### src/rtl/if_id_queue.sv
// IF/ID instruction buffer: small circular FIFO of {pc, instr} pairs between fetch and decode.
// Flush drops every buffered entry on a redirect; the head is presented combinationally to decode.
module if_id_queue #(
    parameter int DEPTH = 4,
    parameter int AW    = 2
) (
    input  logic          clk,
    input  logic          reset,
    input  logic          flush,
    input  logic          in_valid,
    output logic          in_ready,
    input  logic [31:0]   in_instr,
    input  logic [31:0]   in_pc,
    output logic          out_valid,
    input  logic          out_ready,
    output logic [31:0]   out_instr,
    output logic [31:0]   out_pc,
    output logic [AW:0]   count
);

    localparam logic [AW:0]   DEPTH_C = (AW + 1)'(DEPTH);
    localparam logic [AW:0]   CNT_ONE = (AW + 1)'(1);
    localparam logic [AW-1:0] PTR_ONE = AW'(1);

    logic [63:0]   mem_r [DEPTH];
    logic [AW-1:0] wr_ptr_r;
    logic [AW-1:0] rd_ptr_r;
    logic [AW:0]   count_r;
    logic          push_s;
    logic          pop_s;
    logic [63:0]   head_s;

    // Handshake qualifiers and head presentation; a full queue never accepts, even alongside a pop.
    always_comb begin
        in_ready  = (count_r != DEPTH_C);
        out_valid = (count_r != {(AW + 1){1'b0}});
        push_s    = in_valid & in_ready;
        pop_s     = out_valid & out_ready;
        head_s    = mem_r[rd_ptr_r];
        count     = count_r;
        if (out_valid) begin
            out_instr = head_s[31:0];
            out_pc    = head_s[63:32];
        end else begin
            out_instr = 32'h0000_0000;
            out_pc    = 32'h0000_0000;
        end
    end

    // Storage write; contents need no reset since count gates visibility.
    always_ff @(posedge clk) begin
        if (reset && !flush && push_s) begin
            mem_r[wr_ptr_r] <= {in_pc, in_instr};
        end
    end

    // Pointer and occupancy update: reset, then flush, then push/pop.
    always_ff @(posedge clk) begin
        if (!reset) begin
            wr_ptr_r <= {AW{1'b0}};
            rd_ptr_r <= {AW{1'b0}};
            count_r  <= {(AW + 1){1'b0}};
        end else if (flush) begin
            wr_ptr_r <= {AW{1'b0}};
            rd_ptr_r <= {AW{1'b0}};
            count_r  <= {(AW + 1){1'b0}};
        end else begin
            case ({push_s, pop_s})
                2'b10: begin
                    wr_ptr_r <= wr_ptr_r + PTR_ONE;
                    count_r  <= count_r + CNT_ONE;
                end
                2'b01: begin
                    rd_ptr_r <= rd_ptr_r + PTR_ONE;
                    count_r  <= count_r - CNT_ONE;
                end
                2'b11: begin
                    wr_ptr_r <= wr_ptr_r + PTR_ONE;
                    rd_ptr_r <= rd_ptr_r + PTR_ONE;
                end
                default: begin
                    wr_ptr_r <= wr_ptr_r;
                    rd_ptr_r <= rd_ptr_r;
                    count_r  <= count_r;
                end
            endcase
        end
    end

endmodule

### config.mk
export PLATFORM = sky130hd
export DESIGN_NAME = if_id_queue
export DESIGN_NICKNAME = d
export VERILOG_FILES = /design/src/rtl/if_id_queue.sv
export SDC_FILE = /design/constraint.sdc
export NUM_CORES = 1
export LEC_CHECK = 0
export CAP_MARGIN = 10
export CORE_ASPECT_RATIO = 1.25
export CORE_MARGIN = 2
export CORE_UTILIZATION = 50
export DETAILED_ROUTE_END_ITERATION = 8
export PLACE_DENSITY_LB_ADDON = 0.05
export SLEW_MARGIN = 0
export SYNTH_ARGS = -nofsm -noshare
export SYNTH_HDL_FRONTEND = slang
export SYNTH_SLANG_ARGS = --single-unit
### constraint.sdc
create_clock -name clk -period 4.1 [get_ports clk]
set_input_delay 0.41 -clock clk [delete_from_list [all_inputs] [get_ports clk]]
set_output_delay 0.41 -clock clk [all_outputs]
set_load 0.005 [all_outputs]
# Word-level counts from Yosys, hierarchy flattened
# Memory sizes are Yosys's and may differ from the RTL's. A register that Yosys moved wholly into a read port is not among the register bits.
# Cells that the tools add are included.
[totals] register_bits=7 mem_bits_rw=256 input_bits=69 out_inout_bits=69 word_cells=30 memories=1
[mem_list] memory="mem_r" words=4 word_bits=64 rd=1 rd_clocked_by_memory_dff=1 write_ports=1 line_no="25" source="logic [63:0] mem_r [DEPTH];"
[op_classes] add_sub_neg=4 eq_ne=4 muxes=7 bitwise_logic=3 reduce_logical=8
[ops] cell="two-way mux 32 bit" n=2
[ops] cell="case mux 3 bit (2 select lines)" n=1
[ops] cell="OR reduction 2 bit" n=3
[ops] cell="adder 2 x 1 -> 2 bit, second input constant" n=2
[ops] cell="== test 2 bit, second input constant" n=2
[ops] cell="two-way mux 2 bit" n=2
[ops] cell="adder 3 x 1 -> 3 bit, second input constant" n=1
[ops] cell="!= test 3 bit, second input constant" n=1
[ops] cell="nonzero test 3 bit" n=1
[ops] cell="subtractor 3 x 1 -> 3 bit, second input constant" n=1
[ops] cell="bitwise AND 1 bit" n=2
[ops] cell="== test 2 x 1 -> 1 bit, second input constant" n=1
[ops] cell="logical AND 1 bit" n=2
[ops] cell="two-way mux 1 bit" n=2
[ops] cell="nonzero test 2 bit" n=1
[ops] cell="zero test 1 bit" n=1
[ops] cell="NOT 1 bit" n=1

# Longest topological paths before layout
[logic_depth] word_depth=6 depth_mapped=9 mapped_depth_nobuf=9

# Least setup slack after synthesis
# No wires, ideal clock.
[synth_timing] path_kind="reg-to-reg" startpoint="reg count_r[0], in the netlist count[0]" endpoint="mem mem_r[0][0] (enable)" setup_ns=0.429 arrival_time_ns=2.308 required_time_ns=3.671 setup_slack_ns=1.363 stages_incl_launch_ff=4 n_path_buf=0 synth_period_minus_slack_ns=2.737 cell_sequence="dfxtp_1 or3b_4 and2_4 and3_1"
[synth_between] elab_chain_len=5
[synth_lines] item="from (decl)" line_no="28" source="logic [AW:0] count_r;"
[synth_lines] item="from (signal assigned)" line_no="62" source="count_r <= {(AW + 1){1'b0}};"
[synth_lines] item="from (signal assigned)" line_no="66" source="count_r <= {(AW + 1){1'b0}};"
[synth_lines] item="from (signal assigned)" line_no="71" source="count_r <= count_r + CNT_ONE;"
[synth_lines] item="!= test 3 bit" line_no="35" source="in_ready = (count_r != DEPTH_C);"
[synth_lines] item="via in_ready" line_no="11" source="output logic in_ready,"
[synth_lines] item="bitwise AND 1 bit" line_no="37" source="push_s = in_valid & in_ready;"
[synth_lines] item="logical AND 1 bit" line_no="52" source="if (reset && !flush && push_s) begin"
[synth_lines] item="two-way mux 1 bit" line_no="52"
[synth_lines] item="two-way mux 1 bit (not written as such)" line_no="53" source="mem_r[wr_ptr_r] <= {in_pc, in_instr};"
[synth_lines] item="to (decl)" line_no="25"
# The timed path passes the listed nets, and every way through them passes these cells.

==> metrics.md <==
| Metric | Value |
|---|---|
| Status | finished, final reports clean |
| Met1 usage | approximately 23% |
| Post-Layout Cell Count | around 900 |
| Vias | 4785 |
| Crit Path Max Fanout | 26 |
| Grt ovf | 0 |
| RSZ-0062 raised after global routing | no |
| Setup crit start kind | flop |
| Peak VDD IR | 379 µV |
| Switching fraction of total power | 19.0% |
| Internal power | approximately 4.6 mW |
| Layout cell share with drive strength beyond 1 | between 10% and 20% |
| Vias per Instance | 5.34 |
| Crit Path Category | reg -> out |
| CTS max path bufs | 3 |
| Initial antenna violation count | 1 |
| Yosys top cell area share | roughly three quarters |
| Pre-CTS setup slack | 1.31 ns |
| CP Capture Type | primary output |
| P_sw | 1.09 mW |
| DRC viols | 0 |
| Skew-Pair Late Insertion Delay | ~0.52 ns |
| Worst min path class | reg -> reg |
| IO buf count | approximately 140 |
| CTS root buf | clkbuf_16 |
| Yosys reg bits | 265 |
| CTS H-tree depth | 1 |
| Worst slew pin tran | 1.04 ns |
| GR peak layer | met2 |
| Met2 global-route usage | a little under a third |
| Max-slew violation count | 0 |
| GR Util All Layers | between 10% and 20% |
| Achievable Freq | 308 MHz |
| Worst-path clk slew | 0.06 ns |
| Largest net degree at the start of global routing | 65 |
| Total power | 5.71 mW |
| Post-synthesis net count | around 530 |
| Period utilisation layout | 79.1% |
| Core area | 0.0201 mm² |
| Vias in the first global route | approximately 5.3k |
| Setup Total Neg Slack | 0 ns |
| Final WL | 18.6 mm |
| Fill cells | 1421 |
| Final hold violations | 0 |
| Row cnt | just under 60 |
| Initial core utilization | 50.8% |
| Ant diodes | 0 |
| Data required, critical path | 3.69 ns |
| Post-CTS Setup Inserts | 0 |
| Gate Count Post-Synth | about 460 |
| Placed cell count | 848 |
| Sequential share of the synthesized area | 77.0% |
| Iter 0 DRT Violations | 288 |
| Total of max-cap violations | 0 |
| Reg power frac | 52.7% |
| Combinational share of power | 5.4% |
| Die Y | 164 µm |
| Tmin final | 3.24 ns |
| M3 GR Usage | 3.52% |
| Area grow syn2layout | 24.1% |
| CTS tree | yes |
| Post-cts gate resize count | 0 |
| P_leak | 4.00 nW |
| Slew margin rel. | between 30 and 40% |
| Fin Clk Skew | 0.0119 ns |
| Cts hold-fix bufs | 0 |
| Top cells by area, synth | edfxtp_1, mux4_2, and2_1, dfxtp_1, buf_12 |
| Nets | a little under 700 |
| First-pass GRT wire length | 28.9 mm |
| Hpwl dp | 10.4 mm |
| Crit path DAT | 2.83 ns |
| GP Congestion | between 0.6 and 0.7 |
| Die ar. | around 0.022 mm² |
| Die X | 132 µm |
| Yosys cell types | 27 |
| Pwr dens | 450 mW/mm² |
| Cts bufs inserted | 26 |
| Antenna viol nets, final | 0 |
| Yosys warnings | 0 |
| Synthesized area | 0.0102 mm² |
| Syn Area/Cell | 22.3 µm² |
| Drt wl/cell | a little over 20 µm |
| First-pass DRT Iterations | 4 |
| Clock power share | 41.9% |
| Sink Count | 265 |
| Worst setup margin | approximately 0.86 ns |
| Utilization after layout | 63.1% |
| Area leader, netlist | edfxtp_1 |
| Final setup vio count | 0 |
| Io pins | 138 |
Yosys cell counts (all sizes together):
| cell | instances |
|---|---|
| or3 | 2 |
| mux4 | 64 |
| xor2 | 4 |
| o21ai | 2 |
| or3b | 1 |
| o311ai | 1 |
| fa | 1 |
| a21oi | 2 |
| and3 | 4 |
| nand2 | 1 |
| nand4 | 2 |
| edfxtp | 256 |
| clkbuf | 8 |
| nor2b | 1 |
| buf | 13 |
| o31ai | 2 |
| nand2b | 1 |
| dfxtp | 9 |
| and2 | 65 |
| ha | 5 |
| nor2 | 6 |
| inv | 7 |
cell type report:
cell class | instances | area [µm²] | area share, %
inverter | 7 | 26.3 | 0.207
tap | 270 | 338 | 2.66
clock buffer | 36 | 739 | 5.83
multi-input combinational | 164 | 2150 | 16.9
clock inverter | 12 | 130 | 1.03
sequential | 265 | 7880 | 62.1
timing repair buffer | 142 | 1420 | 11.2
layer usage:
| layer | share of wire, % | vias to the layer above |
|---|---|---|
| met2 | 51 | 127 |
| met1 | 42 | 2480 |
| met5 | 0 | - |
| met3 | 5.3 | 25 |
| li1 | - | 2153 |
| met4 | 2.0 | 0 |
cell usage in the layout (no fill, tap or decap), types with 6 or more instances in the layout:
| cell type | n |
|---|---|
| edfxtp_1 | 256 |
| clkdlybuf4s50_1 | 137 |
| and2_1 | 64 |
| mux4_2 | 60 |
| clkbuf_16 | 27 |
| inv_1 | 7 |
| dfxtp_1 | 7 |
| nor2_1 | 6 |
| clkbuf_1 | 6 |
worst max-delay path: stages (launching register included):
cell and delay, ns:
dfxtp_4 0.70, buf_4 0.41, mux4_1 0.59, and2_1 0.17, clkdlybuf4s50_1 0.44
registers in the layout, summed over array words and instances, names as in the netlist, named ones only:
name / flops
mem_r: 256
rd_ptr_r: 2
count: 3
wr_ptr_r: 2
metrics by stage:
step	hold slack (ns)	area (µm²)
3_3_place_gp	0.488	11800
3_5_place_dp	0.515	11800
2_1_floorplan	0.470	10200
6_report	0.513	12700
5_1_grt	0.511	12700
4_1_cts	0.502	12700
cells by family after synthesis:
group,synth area share (%)
mux,14.3
simple gates,4.99
fa+ha+maj,0.809
compound gates,0.429
xor+xnor,0.343
flops,77.0
buf+inv,2.14
power groups by stage:
stage | combinational, mW | sequential [mW] | clock, mW
2_1_floorplan | 0.119 | 3.06 | 0
3_3_place_gp | 0.308 | 3.07 | 0
3_5_place_dp | 0.314 | 3.07 | 0
4_1_cts | 0.316 | 3.01 | 2.44
5_1_grt | 0.336 | 3.01 | 2.55
6_report | 0.309 | 3.01 | 2.39
final timing paths:
kind	to	slack, ns	startpoint	cells past startpoint
worst min register to register	wr_ptr_r[0]$_SDFFE_PP0P_	0.51	wr_ptr_r[0]$_SDFFE_PP0P_	2
worst max-delay path	out_instr[31]	0.86	flop	4
worst min-delay path	wr_ptr_r[0]$_SDFFE_PP0P_	0.51	wr_ptr_r[0]$_SDFFE_PP0P_	2
worst max register to register	count[2]$_SDFFE_PP0P_	1.69	count[2]$_SDFFE_PP0P_	9
Note: power is estimated with default switching activity, not from simulation.
